[src/rtl/period_meter_pkg.sv]
// Shared state encoding and averaging constants for the period meter.
package period_meter_pkg;

    localparam logic S_IDLE    = 1'b0;
    localparam logic S_MEASURE = 1'b1;

    typedef enum logic {
        IDLE    = S_IDLE,
        MEASURE = S_MEASURE
    } state_e;

    localparam int AVG_DEPTH = 4;
    localparam int AVG_LOG2  = 2;

endpackage

[src/rtl/period_avg4.sv]
// Four-sample period accumulator; out_last flags that the next sample
// completes a group, and out_period is that group's truncated mean.
module period_avg4
    import period_meter_pkg::*;
#(
    parameter int WIDTH = 24
) (
    input  logic             clk,
    input  logic             reset,
    input  logic             clr,
    input  logic             in_valid,
    input  logic [WIDTH-1:0] in_period,
    output logic             out_last,
    output logic [WIDTH-1:0] out_period
);

    logic [WIDTH+1:0]    sum_q, sum_d, sum_next;
    logic [AVG_LOG2-1:0] idx_q, idx_d;

    always_comb begin
        sum_next   = sum_q + {2'b00, in_period};
        sum_d      = sum_q;
        idx_d      = idx_q;
        out_last   = (idx_q == AVG_LOG2'(AVG_DEPTH - 1));
        out_period = sum_next[WIDTH+1:AVG_LOG2];
        if (clr) begin
            sum_d = '0;
            idx_d = '0;
        end else if (in_valid) begin
            if (out_last) begin
                sum_d = '0;
                idx_d = '0;
            end else begin
                sum_d = sum_next;
                idx_d = idx_q + 1'b1;
            end
        end
    end

    always_ff @(posedge clk) begin
        if (reset) begin
            sum_q <= '0;
            idx_q <= '0;
        end else begin
            sum_q <= sum_d;
            idx_q <= idx_d;
        end
    end

endmodule

[src/rtl/period_meter.sv]
// Tick-to-tick period meter with timeout stall detection.
// Optional four-sample averaging via PERIOD_METER_AVG_EN.
module period_meter
    import period_meter_pkg::*;
#(
    parameter int WIDTH = 24
) (
    input  logic             clk,
    input  logic             reset,
    input  logic             tick,
    input  logic             en,
    output logic [WIDTH-1:0] period,
    output logic             valid,
    output logic             stall
);

    localparam logic [WIDTH-1:0] CNT_MAX = '1;
    localparam logic [WIDTH-1:0] CNT_ONE = WIDTH'(1);

    state_e           state_q, state_d;
    logic [WIDTH-1:0] cnt_q, cnt_d;
    logic [WIDTH-1:0] period_q, period_d;
    logic             valid_q, valid_d;
    logic             stall_q, stall_d;

`ifdef PERIOD_METER_AVG_EN
    logic             meas_done;
    logic             avg_clr;
    logic             avg_last;
    logic [WIDTH-1:0] avg_period;

    period_avg4 #(
        .WIDTH(WIDTH)
    ) u_avg (
        .clk       (clk),
        .reset     (reset),
        .clr       (avg_clr),
        .in_valid  (meas_done),
        .in_period (cnt_q),
        .out_last  (avg_last),
        .out_period(avg_period)
    );
`endif

    always_comb begin
        state_d  = state_q;
        cnt_d    = cnt_q;
        period_d = period_q;
        valid_d  = 1'b0;
        stall_d  = stall_q;
`ifdef PERIOD_METER_AVG_EN
        meas_done = 1'b0;
        avg_clr   = 1'b0;
`endif
        if (!en) begin
            state_d = IDLE;
            cnt_d   = '0;
`ifdef PERIOD_METER_AVG_EN
            avg_clr = 1'b1;
`endif
        end else begin
            unique case (state_q)
                IDLE: begin
                    if (tick) begin
                        cnt_d   = CNT_ONE;
                        state_d = MEASURE;
                        stall_d = 1'b0;
                    end
                end
                MEASURE: begin
                    // A tick on the terminal count still counts as a period.
                    if (tick) begin
                        cnt_d = CNT_ONE;
`ifdef PERIOD_METER_AVG_EN
                        meas_done = 1'b1;
                        if (avg_last) begin
                            period_d = avg_period;
                            valid_d  = 1'b1;
                        end
`else
                        period_d = cnt_q;
                        valid_d  = 1'b1;
`endif
                    end else if (cnt_q == CNT_MAX) begin
                        state_d  = IDLE;
                        stall_d  = 1'b1;
                        period_d = '0;
                        valid_d  = 1'b1;
`ifdef PERIOD_METER_AVG_EN
                        avg_clr = 1'b1;
`endif
                    end else begin
                        cnt_d = cnt_q + CNT_ONE;
                    end
                end
                default: state_d = IDLE;
            endcase
        end
    end

    always_ff @(posedge clk) begin
        if (reset) begin
            state_q  <= IDLE;
            cnt_q    <= '0;
            period_q <= '0;
            valid_q  <= 1'b0;
            stall_q  <= 1'b0;
        end else begin
            state_q  <= state_d;
            cnt_q    <= cnt_d;
            period_q <= period_d;
            valid_q  <= valid_d;
            stall_q  <= stall_d;
        end
    end

    assign period = period_q;
    assign valid  = valid_q;
    assign stall  = stall_q;

endmodule

[config.mk]
export PLATFORM = sky130hd
export DESIGN_NAME = period_meter
export DESIGN_NICKNAME = d
export VERILOG_FILES = /design/src/rtl/period_meter_pkg.sv /design/src/rtl/period_avg4.sv /design/src/rtl/period_meter.sv
export SDC_FILE = /design/constraint.sdc
export NUM_CORES = 1
export LEC_CHECK = 0
export CAP_MARGIN = 20
export CORE_MARGIN = 4
export CORE_UTILIZATION = 57
export CTS_BUF_LIST = sky130_fd_sc_hd__clkbuf_16
export CTS_CLUSTER_DIAMETER = 40
export DETAILED_ROUTE_END_ITERATION = 16
export PLACE_DENSITY = 0.83
export SYNTH_ARGS = -nofsm -noshare
export SYNTH_HDL_FRONTEND = slang
export SYNTH_HIERARCHICAL = 1
export SYNTH_SLANG_ARGS = --single-unit
[constraint.sdc]
create_clock -name clk -period 4.55 [get_ports clk]
set_input_delay 0.91 -clock clk [delete_from_list [all_inputs] [get_ports clk]]
set_output_delay 0.91 -clock clk [all_outputs]
set_load 0.02 [all_outputs]
==> results of run 1 <==
==> cell usage after synthesis (all sizes together) <==
| master | n | area [um2] |
|---|---|---|
| dlymetal6s2s | 1 | 12.5 |
| a211o | 1 | 8.76 |
| o31ai | 1 | 7.51 |
| or3 | 13 | 81.3 |
| nor4 | 3 | 31.3 |
| a22o | 24 | 210 |
| clkbuf | 6 | 43.8 |
| nand4 | 8 | 50.1 |
| nor3 | 1 | 5.00 |
| inv | 5 | 18.8 |
| a31oi | 1 | 21.3 |
| and4 | 2 | 17.5 |
| dfxtp | 51 | 1020 |
| nor2 | 10 | 37.5 |
| and3 | 9 | 58.8 |
| nand3 | 10 | 55.1 |
| o21ai | 17 | 108 |
| or4 | 2 | 15.0 |
| o211ai | 1 | 7.51 |
| xnor2 | 3 | 26.3 |
| a21oi | 17 | 85.1 |
| a211oi | 1 | 7.51 |
| nand2 | 9 | 33.8 |
| ha | 1 | 12.5 |
| a2111oi | 1 | 8.76 |
| o2111ai | 3 | 32.5 |
| xor2 | 6 | 52.6 |
| buf | 4 | 45.0 |
| nand2b | 1 | 6.26 |
==> flip-flops by register name, summed over array words and instances (netlist names) <==
register,count
cnt_q,24
period,24
stall,1
state_q,1
valid,1
==> final cells by class <==
type	count	area (um2)
Clock buffer	5	125
Clock inverter	2	8.76
Fill cell	286	967
Inverter	5	18.8
Multi-Input combinational cell	145	980
Sequential cell	51	1020
Tap cell	46	57.6
Timing Repair Buffer	29	290
==> kinds of logic (layout without fill, tap and decap cells) <==
| group | Yosys count | after routing | synth area share |
|---|---|---|---|
| buffers and inverters | 16 | 41 | 0.0566 |
| xor gates and xnor gates | 9 | 9 | 0.0372 |
| adders and majority gates | 1 | 1 | 0.00590 |
| DFF | 51 | 51 | 0.481 |
| and+or+nand+nor | 68 | 68 | 0.185 |
| AOI/OAI and AO/OA | 67 | 67 | 0.234 |
==> report_power, final <==
part           switching [uW]  internal (uW)
clock network             147            197
registers                2.64            448
logic                    14.1           6.02
total                     163            651
==> through the flow <==
step	util	cell area, um2
3_5_place_dp	0.683	2370
3_3_place_gp	0.683	2370
2_1_floorplan	-	2120
6_report	0.721	2500
4_1_cts	0.721	2500
5_1_grt	0.721	2500
==> worst max-delay path: stages, from the launching register on <==
cell and delay (ps):
dfxtp_1 420, ha_1 220, nand3_1 190, or4_1 740, o21ai_4 260, a31oi_4 300
a22o_1 300
==> worst max-delay path by stage <==
stage and to:
2_1_floorplan period[0], 3_3_place_gp period[17], 3_5_place_dp period[3], 4_1_cts period[3], 5_1_grt period[4], 6_report period[3]
==> per-layer routing <==
metal / vias to the layer above / share of wire
met5: - / 0
met4: 0 / 0.015
met3: 5 / 0.045
met2: 36 / 0.45
met1: 814 / 0.49
li1: 850 / -
==> results.cfg, run 1 <==
[run_status]
status = completed

[sta]
post-route-period-util = 0.557
fin_ws_ps = 2020
finalCriticalPeriod_ps = 2530
fin_worst_skew_ps = 3.60
slew_violations = 0
max_freq_ghz = 0.395
slew-limit-headroom = 0.398
finalSetupViolations = 0
fin_setup_tns_ps = 0
rsz0062_at_grt = no
worst_pin_slew_ps = 904
hold_violations = 0
whs_ps = 472

[die]
initial_utilization = 0.611
dieArea_um2 = 4760
fp-row-count = 21
num_io_pins = 30
die_w_um = 69.0
dieHeight_um = 69.0
design.core.area_um2 = 3470

[power]
ir_drop_uv = 305
power_uw = 814
power_density_nw_per_um2 = 326
leakagePower_uw = 0.000814

[yosys]
syn_inst = 212
synth_area_um2 = 2120
synth.distinct_cells = 37
ys_seq_area_frac = 0.481
synth.net_count = 217
ys_ff_latch = 51
syn_area_per_cell_um2 = 10.0
yosys_warnings = 6

[clock_tree]
numClockSinks = 51
postCtsSetupBuffers = 0
h-tree-depth = 2
cts-root-buf = clkbuf_16
tritoncts = yes
cts_resized = 0
cts_buffer_depth = 2
clkTransAtPathRegs_ps = 60
clkLatencyLatePin_ps = 290
numCtsBuffers = 5
ctsHoldBuffers = 0

[job]
maxCapViolCount = 0

[drt]
vias_per_cell = 6.02
vias = 1705
drt_pass1_iterations = 5
ant_nets = 0
drt_iter0_drc = 116
drt-total-wl_um = 4060
routedWlPerCell_um = 14.3
drc_errors = 0

[worst_setup_path]
rr_worst_depth = 6
critPathArrivalTime_ps = 2710
timing.rr.end = period[3]
startpoint_type = register
crit_start = cnt_q[0]
r2r-start = cnt_q[0]
crit_path_end_kind = register
required_ps = 4730
cp_max_fo = 24
worstSetupPathType = register to register
ff2ff_setup_slack_ps = 2020

[worst_hold_path]
hold_depth = 1
hp-class = register to register
hp-start = period[5]
worstHoldEndpoint = period[5]

[global_route]
antenna_found_initial = 0
grt_start_max_net_pins = 25
use_met2 = 0.311
gr-total-overflow = 0
first_global_vias = 1580
grt_pass1_wl_um = 7040
grt.total_usage = 0.200
grtUsageMet3 = 0.0438
met1_usage = 0.267
grt_most_used_layer = met2

[finish]
drive_above_1_share = 0.0633
final_cells = 283
layout_common_cells = dfxtp_1, clkdlybuf4s50_1, a22o_1, a21oi_1, or3_1
nets = 242
syn_to_final_growth_pct = 17.9
n_antenna_cell = 0
layout_commonest_cell = dfxtp_1

[placed_design]
placedCellCount = 276
place_congestion = 0.784
dp_hpwl_um = 2770
portBuffers = 29
place_ws_ps = 1730
No activity file was read; power rests on OpenSTA's default activity.
==> run 2, diff against run 1 <==
--- a/config.mk
+++ b/config.mk
@@ -7,11 +7,11 @@
 export LEC_CHECK = 0
 export CAP_MARGIN = 20
 export CORE_MARGIN = 4
-export CORE_UTILIZATION = 57
+export CORE_UTILIZATION = 48
 export CTS_BUF_LIST = sky130_fd_sc_hd__clkbuf_16
 export CTS_CLUSTER_DIAMETER = 40
 export DETAILED_ROUTE_END_ITERATION = 16
-export PLACE_DENSITY = 0.83
+export PLACE_DENSITY = 0.74
 export SYNTH_ARGS = -nofsm -noshare
 export SYNTH_HDL_FRONTEND = slang
 export SYNTH_HIERARCHICAL = 1
==> constraint.sdc (replaced) <==
create_clock -name clk -period 2.3 [get_ports clk]
set_input_delay 0.46 -clock clk [delete_from_list [all_inputs] [get_ports clk]]
set_output_delay 0.46 -clock clk [all_outputs]
set_load 0.02 [all_outputs]
==> results.cfg, run 2 (synthesis results as in run 1) <==
[run_status]
status = completed

[die]
dieHeight_um = 74.5
fp-row-count = 23
die_w_um = 74.5
num_io_pins = 30
initial_utilization = 0.512
dieArea_um2 = 5550
design.core.area_um2 = 4140

[finish]
n_antenna_cell = 0
syn_to_final_growth_pct = 24.5
nets = 255
drive_above_1_share = 0.112
layout_common_cells = dfxtp_1, clkdlybuf4s50_1, a22o_1, a21oi_1, or3_1
nFillCells = 344
final_area_um2 = 2640
final_cells = 300
layout_commonest_cell = dfxtp_1

[power]
switching_share = 0.204
combPwrFrac = 0.034
power_switching_uw = 333
leakagePower_uw = 0.000886
power_density_nw_per_um2 = 618
p_int_uw = 1300
seq_power_share = 0.544
ir_drop_uv = 385
clkPwrFrac = 0.422

[worst_setup_path]
cp_max_fo = 8
slowest_stage = or4_1
startpoint_type = register
required_ps = 2480
worstSetupPathType = register to register
cp_slowest_stage_delay_ps = 560
crit_buf_inv = 1
critPathArrivalTime_ps = 2290
path_cells = ha_1, nand3_1, or4_1, buf_4, o2111ai_4, or3_1, a21oi_1
crit_path_end_kind = register
cp_top_family = simple AND/OR/NAND/NOR gates

[sta]
hold_violations = 0
worst_pin_slew_ps = 498
slew-limit-headroom = 0.660
finalCriticalPeriod_ps = 2110
max_freq_ghz = 0.473
fin_ws_ps = 188
fin_worst_skew_ps = 5.29
slew_violations = 0
finalSetupViolations = 0
post-route-period-util = 0.918
fin_setup_tns_ps = 0
rsz0062_at_grt = no
whs_ps = 470

[clock_tree]
clkTransAtPathRegs_ps = 60
clkLatencyLatePin_ps = 290
numCtsBuffers = 5
h-tree-depth = 2
cts-root-buf = clkbuf_16
ctsHoldBuffers = 0
tritoncts = yes
cts_buffer_depth = 2
numClockSinks = 51

[placed_design]
placedCellCount = 292
dp_hpwl_um = 3090
place_ws_ps = 91.0
portBuffers = 29
place_congestion = 0.835
place_area_um2 = 2470

[drt]
ant_nets = 0
vias = 1746
routedWlPerCell_um = 15.0
drt_iter0_drc = 101
drt_pass1_iterations = 4
drc_errors = 0
vias_per_cell = 5.82
drt-total-wl_um = 4510

[global_route]
gr-total-overflow = 0
antenna_found_initial = 0
grt_pass1_wl_um = 7560
grt.total_usage = 0.174
first_global_vias = 1681
grt_start_max_net_pins = 25

[job]
maxCapViolCount = 0

[worst_hold_path]
hp-class = register to register
-- run 2: cell types whose count changed in the layout (fill, tap and decap cells not counted), sizes merged --
cell  change
buf      +13
-- run 2: repair_timing --
action / in CTS / in global routing
endpoints found under the setup margin: 0 / 12
endpoints found under the hold margin: 0 / 0
setup buffers: 0 / 1
resized for setup: 0 / 1
-- run 2: through the flow --
stage                     utilization  power (uW)
final                           0.637        1630
after global routing            0.637        1680
after CTS                       0.630        1640
after detailed placement        0.597         959
after global placement          0.597         959
after floorplan                     -         942
-- run 2: layout make-up --
class,count,area (um2),area share
flip-flops and latches,51,1020,0.387
multi-input cells,145,991,0.375
repair buffers,42,413,0.156
clock buffers,5,125,0.0474
well taps,50,62.6,0.0237
inverters,5,18.8,0.00711
clock inverters,2,8.76,0.00332
-- run 2: routing by layer --
layer	routed length [um]	GRT usage	vias up
met3	195	0.0338	4
met1	2180	0.221	833
met5	0	0	-
met2	2100	0.292	34
li1	-	-	875
met4	32	0.0672	0
-- run 2: power by group through the flow --
stage               Combinational (uW)  Clock [uW]  Sequential [uW]
detailed placement                52.0           0              907
CTS                               52.2         696              887
floorplan                         34.6           0              908
finish                            56.1         689              888
global placement                  51.9           0              907
global route                      61.2         727              887
-- run 2: worst reg2reg max path: cells and delay by family (launching register included) --
family	cells	cell delay (ps)
simple gates	3	830
fa+ha+maj	1	210
flops	1	380
compound gates	2	380
buf+inv	1	210
-- run 2: worst paths after layout --
check	startpoint	endpoint	slack, ps	cells past startpoint
setup / recovery	cnt_q[1]	cnt_q[9]	190	7
hold reg to reg	period[14]	period[14]	470	1
hold / removal	period[14]	period[14]	470	1
setup reg to reg	cnt_q[1]	cnt_q[9]	190	7
